[config.mk]
export PLATFORM = sky130hd
export DESIGN_NAME = modred_sched
export DESIGN_NICKNAME = d
export VERILOG_FILES = /design/src/rtl/modred_sched.sv
export SDC_FILE = /design/constraint.sdc
export NUM_CORES = 1
export LEC_CHECK = 0
export CAP_MARGIN = 20
export CORE_AREA = 2 2 258 260
export DETAILED_ROUTE_END_ITERATION = 10
export DIE_AREA = 0 0 260 262
export DONT_BUFFER_PORTS = 1
export PLACE_DENSITY = 0.44
export SYNTH_ARGS = -nofsm -noshare
export SYNTH_HDL_FRONTEND = slang
export SYNTH_SLANG_ARGS = --single-unit
[constraint.sdc]
create_clock -name clk_i -period 5.66 [get_ports clk_i]
set_clock_uncertainty 0.2 [all_clocks]
set_input_delay 0.566 -clock clk_i [delete_from_list [all_inputs] [get_ports clk_i]]
set_output_delay 0.566 -clock clk_i [all_outputs]
set_load 0.02 [all_outputs]
[src/rtl/modred_sched.sv]
// Round-robin front end that shares one serial shift-add modular reducer among
// NUM_REQ requesters, with a modulus config register and a reducer watchdog.
module modred_sched #(
    parameter int NUM_REQ = 4,
    parameter int WIDTH   = 64,
    parameter int TIMEOUT = 256
) (
    input  logic                       clk_i,
    input  logic                       rst_ni,
    input  logic                       cfg_we_i,
    input  logic [WIDTH-1:0]           cfg_m_i,
    output logic                       cfg_ready_o,
    input  logic [NUM_REQ-1:0]         req_valid_i,
    input  logic [NUM_REQ*WIDTH-1:0]   req_x_i,
    output logic [NUM_REQ-1:0]         req_ready_o,
    output logic                       red_start_o,
    output logic [WIDTH-1:0]           red_x_o,
    output logic [WIDTH-1:0]           red_m_o,
    output logic [WIDTH-1:0]           red_m_bl_o,
    input  logic [WIDTH-1:0]           red_result_i,
    input  logic                       red_valid_i,
    output logic                       rsp_valid_o,
    input  logic                       rsp_ready_i,
    output logic [WIDTH-1:0]           rsp_data_o,
    output logic [$clog2(NUM_REQ)-1:0] rsp_id_o,
    output logic                       rsp_err_o
);
    localparam int IDW = $clog2(NUM_REQ);
    localparam int CW  = $clog2(TIMEOUT + 1);

    typedef enum logic [1:0] {S_IDLE, S_ISSUE, S_WAIT, S_RESP} state_e;

    state_e           state_q, state_d;
    logic [IDW-1:0]   last_q, last_d, id_q, id_d;
    logic [WIDTH-1:0] m_q, m_d, mbl_q, mbl_d, x_q, x_d, data_q, data_d;
    logic [CW-1:0]    cnt_q, cnt_d;
    logic             err_q, err_d;

    logic             found;
    logic [IDW-1:0]   gidx, cand;
    logic [WIDTH-1:0] m_eff;

    // ceil(log2(m)) is the bit length of m-1; m==0 maps to 0.
    function automatic logic [WIDTH-1:0] ceil_log2(input logic [WIDTH-1:0] m);
        logic [WIDTH-1:0] v;
        ceil_log2 = '0;
        v = m - WIDTH'(1);
        if (m != '0)
            for (int b = 0; b < WIDTH; b++)
                if (v[b]) ceil_log2 = WIDTH'(b + 1);
    endfunction

    always_comb begin
        found = 1'b0;
        gidx  = '0;
        cand  = '0;
        for (int i = 1; i <= NUM_REQ; i++) begin
            cand = IDW'((int'(last_q) + i) % NUM_REQ);
            if (!found && req_valid_i[cand]) begin
                found = 1'b1;
                gidx  = cand;
            end
        end
    end

    // A config write accepted alongside a grant already governs that request.
    assign m_eff = (cfg_we_i && state_q == S_IDLE) ? cfg_m_i : m_q;

    always_comb begin
        req_ready_o = '0;
        if (state_q == S_IDLE && found) req_ready_o[gidx] = 1'b1;
    end

    always_comb begin
        state_d = state_q;
        last_d  = last_q;
        id_d    = id_q;
        m_d     = m_q;
        mbl_d   = mbl_q;
        x_d     = x_q;
        data_d  = data_q;
        cnt_d   = cnt_q;
        err_d   = err_q;
        unique case (state_q)
            S_IDLE: begin
                if (cfg_we_i) begin
                    m_d   = cfg_m_i;
                    mbl_d = ceil_log2(cfg_m_i);
                end
                if (found) begin
                    last_d = gidx;
                    id_d   = gidx;
                    x_d    = req_x_i[gidx*WIDTH +: WIDTH];
                    if (m_eff == '0) begin
                        data_d  = '0;
                        err_d   = 1'b1;
                        state_d = S_RESP;
                    end else begin
                        state_d = S_ISSUE;
                    end
                end
            end
            S_ISSUE: begin
                cnt_d   = '0;
                state_d = S_WAIT;
            end
            S_WAIT: begin
                if (red_valid_i) begin
                    data_d  = red_result_i;
                    err_d   = 1'b0;
                    state_d = S_RESP;
                end else if (cnt_q == CW'(TIMEOUT - 1)) begin
                    data_d  = '0;
                    err_d   = 1'b1;
                    state_d = S_RESP;
                end else begin
                    cnt_d = cnt_q + CW'(1);
                end
            end
            S_RESP: begin
                if (rsp_ready_i) state_d = S_IDLE;
            end
            default: state_d = S_IDLE;
        endcase
    end

    always_ff @(posedge clk_i or negedge rst_ni) begin
        if (!rst_ni) begin
            state_q <= S_IDLE;
            last_q  <= IDW'(NUM_REQ - 1);
            id_q    <= '0;
            m_q     <= '0;
            mbl_q   <= '0;
            x_q     <= '0;
            data_q  <= '0;
            cnt_q   <= '0;
            err_q   <= 1'b0;
        end else begin
            state_q <= state_d;
            last_q  <= last_d;
            id_q    <= id_d;
            m_q     <= m_d;
            mbl_q   <= mbl_d;
            x_q     <= x_d;
            data_q  <= data_d;
            cnt_q   <= cnt_d;
            err_q   <= err_d;
        end
    end

    assign cfg_ready_o = (state_q == S_IDLE);
    assign red_start_o = (state_q == S_ISSUE);
    assign red_x_o     = x_q;
    assign red_m_o     = m_q;
    assign red_m_bl_o  = mbl_q;
    assign rsp_valid_o = (state_q == S_RESP);
    assign rsp_data_o  = data_q;
    assign rsp_id_o    = id_q;
    assign rsp_err_o   = err_q;
endmodule
After elaboration in Yosys (flattened, before gate mapping)
Index checks and enable logic that the tools add are counted.
- register bits after elaboration: 272
- bits in latches: 0
- memory bits (writable): 0
- bits in read-only memories: 0
- input port bits: 393
- word-level logic and storage cells: 155
- memories kept: 0
- $add $sub $neg: 6
- multipliers: 0
- divide/modulo/power cells: 0
- magnitude comparators: 6
- equality and inequality tests: 10
- shift-type cells: 1
- muxes and demuxes: 104
- bitwise logic cells: 0
- reductions and logical operators: 19
- operator list (kind ; count):
    $mux 64 ; 69
    $shiftx 256x9->64 ; 1
    $pmux 64 s2 ; 1
    $logic_not 64->1 ; 1
    $reduce_bool 64->1 ; 1
    $sub 64x1->64 const B ; 1
    $mux 2 ; 9
    $mux 9 ; 2
    $pmux 9 s2 ; 1
    $lt 2x3->1 const B ; 5
    $mux 1 ; 14
    $add 9x1->9 const B ; 1
    $eq 9x8->1 const B ; 1
    $bmux 1 s2 ; 4
    $pmux 2 s4 ; 1
    $logic_and 1x1->1 ; 6
    $ne 2x1->1 const B ; 3
    $reduce_and 3->1 ; 2
    $add 2x1->2 const B ; 2
    $add 2x2->2 const B ; 2
    $eq 2x2->1 const B ; 2
    $mux 4 ; 1
    $ne 2x2->1 const B ; 2
    $reduce_and 2->1 ; 2
    9 further kinds ; 12

Logic depth before layout (Yosys ltp)
Gate-level depths: netlist of the first run.
- depth in word-level cells: 66
- gate-level depth with buffers: 14
- mapped depth without buffers: 11

Least setup slack after synthesis of the first run
OpenSTA, ideal clock, no wires.
- kind: register -> register
- start: register state_q[0]
- end: register data_q[0] (netlist: rsp_data_o[0])
- setup time: 0.128 ns
- arrival time: 3.466 ns
- required time: 5.332 ns
- slack: 1.867 ns
- cell stages (with the launch flop): 14
- path buffers: 2
- clock period less this slack: 3.793 ns
- cells stage by stage: dfrtp_1 > inv_1 > ha_1 > nand2_2 > buf_6 > mux2_4 > nor4_1 > nand2_1 > or4_1 > or3_4 > mux2i_4 > nand2_2 > buf_2 > mux2_1
- cells in the longest elaborated chain, start to end: 6
- elaborated cells on any way between the ends: 11
- RTL lines (what ; line ; text):
    from (decl) ; 33 ; state_e state_q, state_d;
    from (signal assigned) ; 139 ; state_q <= state_d;
    $logic_not 2->1 (*) ; -- ;
    via cfg_ready_o ; 12 ; output logic cfg_ready_o,
    $logic_and 1x1->1 ; 67 ; assign m_eff = (cfg_we_i && state_q == S_IDLE) ? cfg_m_i : m_q;
    $mux 64 ; 67 ;
    $logic_not 64->1 ; 94 ; if (m_eff == '0) begin
    $ne 2x1->1 (no source line) ; -- ;
    $reduce_and 4->1 (no source line) ; -- ;
    to (signal assigned) ; 145 ; data_q <= data_d;
    to (decl) ; 35 ; logic [WIDTH-1:0] m_q, m_d, mbl_q, mbl_d, x_q, x_d, data_q, data_d;
The timed path passes the listed nets; every way through them passes the cells marked *.
A chain may end at the register's enable or synchronous reset.

Final worst setup path of the first run
- start: register state_q[0]
- end: register data_q[41] (netlist: rsp_data_o[41])
- cells in the longest elaborated chain, start to end: 6
- elaborated cells on any way between the ends: 11
- RTL lines (what ; line):
    $logic_not 2->1 ; 67, 84
    $logic_and 1x1->1 ; 67
    $mux 64 ; 67
    $logic_not 64->1 ; 94
    $ne 2x1->1 (no source line) ; --
    $reduce_and 4->1 (no source line) ; --
Several ways; a longest one is shown, not always the timed one.

==> run metrics, run 1 <==
status complete, no violations; Yosys top cell area share 36.2%; Die W 260 microns; net switching power 4.07 mW; row count 94; final net count 2229; routability cong. 0.984; CTS Root Cell clkbuf_16; Post-Syn Area 14700 sq um; vias per cell 5.19; maximum fanout along the worst path 64; Synth area leader dfrtp_1; post-layout util 25.7%; Gate power share 30.5%; antenna violations before repair 4; layout cell share with drive strength beyond 1 8.75%; Worst R2R Start state_q[0]$_DFFE_PN0P_; clk buf depth 3; global-route wire length before repair 91300 microns; Post CTS Setup Buffer Count 0; Die ar. 68100 sq um; power density over the cells 500 nW/um^2; worst hold start cfg_m_i[32]; DRC violations left 0; Hold WC Path Type in -> reg; initial DRC count 1322; Hold Path Cell Cnt 2; WP data arrival 4670 ps; Leakage 7.20 nW; Setup WS post-layout 1250 ps; critical path class reg -> reg; sw frac 48.5%; EDFF count, synth 0; Period Utilization, post-route 77.9%; Fin. Hold Viols 0; sequential power share 46.8%; Critical Path Slowest Stage Cell or4_1; Starting Density 22.6%; Slew Viols, Final 0; grt total ovfl 0; Post-CTS Hold Fix Bufs 61; Max VDD drop 231 uV; Period minus WS final 4410 ps; CP Launch Type flop; reg2reg setup slack 1250 ps; Wirelength per Cell 23.9 microns; WP data required 5920 ps; Post-Syn Instances 1865; clock-pin slew on the worst setup and hold paths 70 ps; H-tree depth 1; # fillers 7198; Yosys cell types 83; RSZ-0062 raised after global routing false; reg-to-reg endpoint rsp_data_o[41]$_DFFE_PN0P_; number of global-route vias before repair 13500; Fmax 0.227 GHz; syn avg cell area 7.90 sq um; main flop type after synthesis dfrtp_1; Critical Path, Cell by Cell inv_1 -> ha_1 -> nand2_4 -> mux2_2 -> nor4_1 -> nand2_1 -> or4_1 -> or3_4 -> o21ai_2 -> nand2_2 -> buf_4 -> mux2_1; Yosys reg bits 215; Final Setup Violations 0; Buffers on Ports 0; top-count cell post-synth nand2_1; io pins 659; core box area 65300 sq um; DP HPWL 49500 microns; post-place setup slack 1210 ps; Clock power frac 22.6%; CTS Buf Count 29; antenna-violating nets left 0; Total Routing Usage GR 17.9%; commonest cells in the netlist 450 x nand2_1, 213 x dfrtp_1, 197 x o21ai_0; max-cap violation count 0; hold endpoint red_m_o[32]$_DFFE_PN0P_; Async S/R FF share, synth 100%; clock sinks 215; largest net degree at the start of global routing 216; slew at the pin closest to its max-slew limit 1170 ps; DR vias 14100; TritonCTS clock tree done; footprint of the multi-input gates 8500 sq um; Sequential Area 5380 sq um; Slew headroom 21.9%; die height 262 microns; clk_lat worst skew 590 ps; top post-synthesis cells by area dfrtp_1 36%, nand2_1 11%, o21ai_0 6.7%, mux2_1 4.7%, mux2_2 4.0%; setup_tns 0 ps; post-cts sizing count 0; area grow syn2layout 14.0%; Pint 4.33 mW; router iterations before antenna repair 6; R2R depth 12; CP Capture Type flop; DRT Wirelength 64900 microns; Seq/Total Area, Yosys 36.5%; Ys Warns 0; Largest stage delay, worst path 600 ps
## placed cells by master, fill, tap and decap left out, types with 41 or more instances in the layout
cell / n
and3_1: 69
conb_1: 57
dfrtp_1: 213
dlygate4sd3_1: 60
mux2_1: 61
mux2_2: 52
nand2_1: 450
nand3_1: 90
nor2_1: 66
nor3_1: 46
nor4_1: 41
o21ai_0: 197
## how the worst max path moves through the flow
stage	start	endpoint	slack, ps
5_1_grt	state_q[1]$_DFFE_PN0P_	rsp_data_o[43]$_DFFE_PN0P_	1030
3_5_place_dp	state_q[0]$_DFFE_PN0P_	rsp_data_o[3]$_DFFE_PN0P_	1210
3_3_place_gp	state_q[0]$_DFFE_PN0P_	rsp_data_o[3]$_DFFE_PN0P_	1250
6_report	state_q[0]$_DFFE_PN0P_	rsp_data_o[41]$_DFFE_PN0P_	1250
2_1_floorplan	state_q[0]$_DFFE_PN0P_	rsp_data_o[0]$_DFFE_PN0P_	1870
4_1_cts	state_q[0]$_DFFE_PN0P_	rsp_data_o[2]$_DFFE_PN0P_	1190
## layout make-up
class	instances	share of cell area, %
multi-input cells	1476	50.6
clock inverters	14	0.998
repair buffers	78	4.50
diodes	2	0.0298
inverters	28	0.626
clock buffers	40	4.75
flip-flops and latches	215	32.0
well taps	864	6.44
## routing by layer
metal | vias to the layer above | track usage (%) | part of all wire [%]
li1 | 6404 | - | -
met1 | 6863 | 23.2 | 42
met2 | 722 | 27.7 | 44
met3 | 102 | 6.14 | 11
met4 | 4 | 6.27 | 3.1
met5 | - | 1.18 | 0.19
## registers in the layout, summed over array words and instances (netlist names)
name and flops:
rsp_id_o 2, state_q 2, last_q 2, rsp_data_o 64
red_m_o 64, red_x_o 64, red_m_bl_o 7, rsp_err_o 1
cnt_q 9
## power groups by stage
stage	Combinational (mW)	Clock (mW)	Sequential [mW]
2_1_floorplan	1.99	0	3.55
3_3_place_gp	2.45	0	3.98
3_5_place_dp	2.53	0	3.98
4_1_cts	2.61	1.97	3.96
5_1_grt	2.92	2.04	4.03
6_report	2.57	1.90	3.94
## logic make-up after synthesis
family | share of synthesized area, %
AOI/OAI and AO/OA | 14.6
muxes | 9.40
buffers and inverters | 7.45
other | 0.0255
and+or+nand+nor | 29.9
adders and majority gates | 0.679
xor gates and xnor gates | 1.43
DFF | 36.5
## critical path, delay by kind of cell (launching register included)
family                     cells  cell delay, ps
and+or+nand+nor                6            1880
muxes                          2             840
buffers and inverters          2             460
DFF                            1             370
adders and majority gates      1             240
AOI/OAI and AO/OA              1             190
## per-stage QoR
| step | cell area, sq um | power [mW] | hold WS (ps) | cells |
|---|---|---|---|---|
| 2_1_floorplan | 14900 | 5.55 | 70.4 | 1921 |
| 3_3_place_gp | 15200 | 6.43 | 77.6 | 2600 |
| 3_5_place_dp | 15200 | 6.51 | 76.4 | 2600 |
| 4_1_cts | 16800 | 8.54 | 2.45 | 2715 |
| 5_1_grt | 16800 | 8.99 | 13.7 | 2716 |
| 6_report | 16800 | 8.41 | 20.4 | 2717 |
No activity file was read; power rests on OpenSTA's default activity.
==> run 2: changes to the inputs <==
CORE_AREA = 2 2 260 262   (was 2 2 258 260)
DIE_AREA = 0 0 262 264   (was 0 0 260 262)
PLACE_DENSITY = 0.43   (was 0.44)
clock period = 4.16 ns   (was 5.66 ns; I/O delays follow)
==> run 2 against run 1 <==
Net effect: combinational power grew 75%; hold slack lost 710 ps; via count grew 9.6%; the run now ends with hold timing left; non-clock buffer count grew 292; clock power grew 49%; largest cell class unchanged; die area grew 1.5%.
==> run metrics, run 2 (same netlist as run 1, synthesis figures left out) <==
CTS Root Cell clkbuf_16 (unchanged); WP data arrival 4170 ps (was 4670 ps); Final Setup Violations 0 (unchanged); DRC violations left 0 (unchanged); Post-CTS Hold Fix Bufs 311 (was 61); delay-heaviest family, CP buffers and inverters (was simple AND/OR/NAND/NOR gates); grt total ovfl 0 (unchanged); CP Capture Type flop (unchanged); status finished with violations (was complete, no violations); slew at the pin closest to its max-slew limit 965 ps (was 1170 ps); row count 95 (was 94); WP buf/inv 3 (was 2); initial DRC count 1111 (was 1322); Worst R2R Start last_q[1]$_DFFE_PN1P_ (was state_q[0]$_DFFE_PN0P_); Wirelength per Cell 23.1 microns (was 23.9 microns); DP HPWL 50900 microns (was 49500 microns); Die ar. 69200 sq um (was 68100 sq um); commonest non-fill, non-tap cell in the layout nand2_1 (unchanged); antenna-violating nets left 0 (unchanged); CP Launch Type flop (unchanged); clk_lat worst skew 610 ps (was 590 ps); number of global-route vias before repair 15400 (was 13500); RSZ-0062 raised after global routing false (unchanged); clock sinks 215 (unchanged); io pins 659 (unchanged); Largest stage delay, worst path 620 ps (was 600 ps); Die W 262 microns (was 260 microns); Max VDD drop 340 uV (was 231 uV); TritonCTS clock tree done (unchanged); fin cells 3019 (was 2717); post-place setup slack 270 ps (was 1210 ps); router iterations before antenna repair 6 (unchanged); Critical Path Slowest Stage Cell dfstp_2 (was or4_1); power density over the cells 639 nW/um^2 (was 500 nW/um^2); Setup crit start last_q[1]$_DFFE_PN1P_ (was state_q[0]$_DFFE_PN0P_); dpl cells 2649 (was 2600); Leakage 8.48 nW (was 7.20 nW); clock-pin slew on the worst setup and hold paths 60 ps (was 70 ps); H-tree depth 1 (unchanged); final net count 2524 (was 2229); largest net degree at the start of global routing 216 (unchanged); Slew Viols, Final 0 (unchanged); Period minus WS final 3860 ps (was 4410 ps); routability cong. 0.962 (was 0.984); die height 264 microns (was 262 microns); Critical Path, Cell by Cell mux2i_1 -> o22ai_2 -> nor2_4 -> buf_12 -> nand2_1 -> nand3_1 -> dlygate4sd3_1 -> o21ai_0 -> dlygate4sd3_1 -> o21ai_0 (was inv_1 -> ha_1 -> nand2_4 -> mux2_2 -> nor4_1 -> nand2_1 -> or4_1 -> or3_4 -> o21ai_2 -> nand2_2 -> buf_4 -> mux2_1); Hold WC Path Type in -> async (was in -> reg); DRT Wirelength 69600 microns (was 64900 microns); core box area 66600 sq um (was 65300 sq um); ANT cells 0 (was 2); global-route wire length before repair 100000 microns (was 91300 microns); critical path class reg -> reg (unchanged); max-cap violation count 0 (unchanged); DR vias 15400 (was 14100); area grow syn2layout 34.5% (was 14.0%); layout cell share with drive strength beyond 1 10.1% (was 8.75%); Slew headroom 34.0% (was 21.9%); setup_tns 0 ps (unchanged); worst hold slack -693 ps (was 20.4 ps); clk buf depth 3 (unchanged); CTS Buf Count 31 (was 29); Period Utilization, post-route 92.8% (was 77.9%); Total Routing Usage GR 19.1% (was 17.9%); maximum fanout along the worst path 71 (was 64); antenna violations before repair 3 (was 4); Buffers on Ports 0 (unchanged); most frequent cells in the layout 450 x nand2_1, 310 x dlygate4sd3_1, 213 x dfrtp_1 (was 450 x nand2_1, 213 x dfrtp_1, 197 x o21ai_0); vias per cell 5.12 (was 5.19); Setup WS post-layout 299 ps (was 1250 ps); post-layout util 29.8% (was 25.7%); Fmax 0.259 GHz (was 0.227 GHz); Fin. Hold Viols 215 (was 0); WP data required 4470 ps (was 5920 ps); Starting Density 22.1% (was 22.6%); failing checks hold timing
run 2: changes by cell type in the layout (fill, tap and decap cells not counted), sizes merged:
cell / before / now
buf: 18 / 60
bufinv: 3 / 4
clkbuf: 40 / 39
clkinv: 7 / 6
clkinvlp: 0 / 4
diode: 2 / 0
dlygate4sd3: 60 / 310
inv: 32 / 31
nor2: 67 / 68
run 2: final cells by class:
cell class,count,area [sq um]
Inverter,28,105
Clock inverter,17,221
Timing Repair Buffer,370,3620
Tap cell,873,1090
Clock buffer,39,866
Fill cell,7120,46800
Sequential cell,215,5380
Multi-Input combinational cell,1477,8520
run 2: metal layers:
layer  up-vias  share of wire (%)  global-route usage, %
met5         -              0.019                      0
met3       111                8.8                   5.06
met2       708                 45                   30.5
met4         2                2.7                   5.18
li1       6982                  -                      -
met1      7646                 43                   25.3
run 2: what timing repair did:
action                                  CTS  global route
setup buffers                             0             1
hold endpoints to repair                411           215
resized for setup                         0             3
endpoints found under the setup margin    0            19
run 2: per-stage QoR:
stage                     hold WS, ps  total power [mW]  cell area [sq um]
after floorplan                 -79.6              7.55              14900
after global placement          -73.1              8.89              15500
after detailed placement        -74.1              9.00              15500
after CTS                        -754              12.7              19800
after global routing             -744              13.5              19800
final                            -693              12.7              19800
run 2: where the power goes:
group / total (mW) / internal (mW) / switching, mW
clock: 2.84 / 1.72 / 1.12
combinational: 4.50 / 2.02 / 2.48
sequential: 5.32 / 3.09 / 2.23
run 2: worst paths after layout:
check	endpoint	cells past startpoint	slack, ps
setup / recovery	red_x_o[15]$_DFFE_PN0P_	10	300
min in group clk_i	state_q[1]$_DFFE_PN0P_	4	50
setup reg to reg	red_x_o[15]$_DFFE_PN0P_	10	300
hold reg to reg	last_q[1]$_DFFE_PN1P_	2	350
max in group asynchronous	red_x_o[34]$_DFFE_PN0P_	0	4000
hold / removal	rsp_data_o[35]$_DFFE_PN0P_	0	-690
==> run 3: changes to the inputs <==
clock period = 4 ns   (was 4.16 ns; I/O delays follow)
==> run 3 against run 2 <==
Net effect: routed wire length is essentially flat; design area shrank 0.28%; total power grew 2.5%; highest routed layer is now met4; the flow still finishes with violations (hold timing); non-clock buffer count grew 10; largest cell class unchanged; worst setup slack lost 130 ps.
==> run metrics, run 3 (same netlist as run 1, synthesis figures left out) <==
Die W 262 microns (unchanged); Final Setup Violations 0 (unchanged); DRT Wirelength 69600 microns (about the same); Post-CTS Hold Fix Bufs 311 (unchanged); Buffers on Ports 0 (unchanged); commonest non-fill, non-tap cell in the layout nand2_1 (unchanged); status finished with violations (unchanged); reg2reg setup slack 230 ps (was 300 ps); RSZ-0062 raised after global routing false (unchanged); die height 264 microns (unchanged); dpl cells 2661 (was 2649); clock sinks 215 (unchanged); router iterations before antenna repair 6 (unchanged); power density over the cells 657 nW/um^2 (was 639 nW/um^2); WP data required 4340 ps (was 4470 ps); clk buf depth 3 (unchanged); Worst R2R Start state_q[1]$_DFFE_PN0P_ (was last_q[1]$_DFFE_PN1P_); antenna violations before repair 4 (was 3); Slew Viols, Final 0 (unchanged); core box area 66600 sq um (unchanged); most frequent cells in the layout 450 x nand2_1, 310 x dlygate4sd3_1, 213 x dfrtp_1 (unchanged); setup_tns 0 ps (unchanged); Total Routing Usage GR 19.0% (was 19.1%); Setup crit start cfg_m_i[0] (was last_q[1]$_DFFE_PN1P_); grt total ovfl 0 (unchanged); layout cell share with drive strength beyond 1 9.99% (was 10.1%); Leakage 8.46 nW (was 8.48 nW); DR vias 15500 (was 15400); global-route wire length before repair 99700 microns (was 100000 microns); failing checks hold timing (unchanged); CP endpoint red_m_bl_o[0]$_DFFE_PN0P_ (was red_x_o[15]$_DFFE_PN0P_); slew at the pin closest to its max-slew limit 994 ps (was 965 ps); DP HPWL 51100 microns (was 50900 microns); routability cong. 0.983 (was 0.962); Starting Density 22.1% (unchanged); antenna-violating nets left 0 (unchanged); vias per cell 5.12 (about the same); number of global-route vias before repair 15400 (about the same); worst hold slack -687 ps (was -693 ps); CTS Root Cell clkbuf_16 (unchanged); post-layout util 29.7% (was 29.8%); WP data arrival 4170 ps (about the same); Fmax 0.261 GHz; design area 19800 sq um (about the same); Period minus WS final 3830 ps; Fin. Hold Viols 215 (unchanged); max-cap violation count 0 (unchanged); Hold WC Path Type in -> async (unchanged); CTS Buf Count 29 (was 31); Period Utilization, post-route 95.7%; reg-to-reg endpoint rsp_err_o$_DFFE_PN0P_ (was red_x_o[15]$_DFFE_PN0P_); maximum fanout along the worst path 8 (was 71); Max VDD drop 406 uV (was 340 uV); DRC violations left 0 (unchanged); initial DRC count 1524 (was 1111); row count 95 (unchanged); CP Capture Type flop (unchanged); Die ar. 69200 sq um (unchanged); H-tree depth 1 (unchanged); Slew headroom 32.0% (was 34.0%); critical path class in -> reg (was reg -> reg); final net count 2533 (was 2524); Wirelength per Cell 23.0 microns (was 23.1 microns); clk_lat worst skew 600 ps (was 610 ps); fin cells 3028 (was 3019); dpl cell area 15600 sq um (was 15500 sq um); io pins 659 (unchanged); Post CTS Setup Buffer Count 0 (unchanged); clock-pin slew on the worst setup and hold paths 70 ps (was 60 ps); TritonCTS clock tree done (unchanged); largest net degree at the start of global routing 216 (unchanged); CP Launch Type primary input (was flop); area grow syn2layout 34.1% (was 34.5%); R2R depth 12 (was 10)
[run 3: cell types whose count changed in the layout (fill, tap and decap cells not counted), sizes merged]
cell / previous run / this run
diode: 0 / 3
clkbuf: 39 / 38
or2: 19 / 20
nand2: 452 / 453
inv: 31 / 30
clkinv: 6 / 4
clkinvlp: 4 / 3
buf: 60 / 70
nor2: 68 / 67
[run 3: final cells by class]
class                   count  area [sq um]
fillers                  7154         46800
multi-input cells        1478          8530
flip-flops and latches    215          5380
repair buffers            380          3670
well taps                 873          1090
clock buffers              38           769
clock inverters            13           191
inverters                  28           105
diodes                      3          7.51
[run 3: report_power, final]
part | switching, mW | total, mW | internal (mW)
logic | 2.70 | 4.84 | 2.14
registers | 2.22 | 5.43 | 3.21
clock network | 1.09 | 2.70 | 1.61
total | 6.01 | 13.0 | 6.97
[run 3: per-layer routing]
metal  track usage (%)  share of wire (%)  vias to the layer above
met1              24.3                 42                     7581
met5                 0                  0                        -
li1                  -                  -                     7014
met2              29.9                 44                      791
met3              6.62                 11                      129
met4              5.89                3.3                        0
[run 3: per-stage QoR]
stage               total power, mW  setup slack, ps
floorplan                      7.85              207
global placement               9.30              181
detailed placement             9.41              130
CTS                            13.0             82.6
global route                   13.9             6.17
finish                         13.0              171
[run 3: what timing repair did]
item / in CTS / in global routing
gates resized for setup: 0 / 3
endpoints found under the setup margin: 0 / 85
hold endpoints to repair: 408 / 215
[run 3: critical path, cell delays in order]
cell and delay [ps]:
dlygate4sd3_1 550, inv_1 100, ha_1 240, nor4b_2 570, buf_4 230, nand4_1 120, or2_0 440, or4_1 550
xor2_1 190, or3_1 320, a31oi_1 300, a221o_1 160
[run 3: how the worst min path moves through the flow]
stage,from,endpoint
2_1_floorplan,rst_ni,cnt_q[0]$_DFFE_PN0P_
3_3_place_gp,rst_ni,rsp_data_o[42]$_DFFE_PN0P_
3_5_place_dp,rst_ni,rsp_data_o[42]$_DFFE_PN0P_
4_1_cts,rst_ni,rsp_data_o[42]$_DFFE_PN0P_
5_1_grt,rst_ni,rsp_data_o[42]$_DFFE_PN0P_
6_report,rst_ni,rsp_data_o[42]$_DFFE_PN0P_
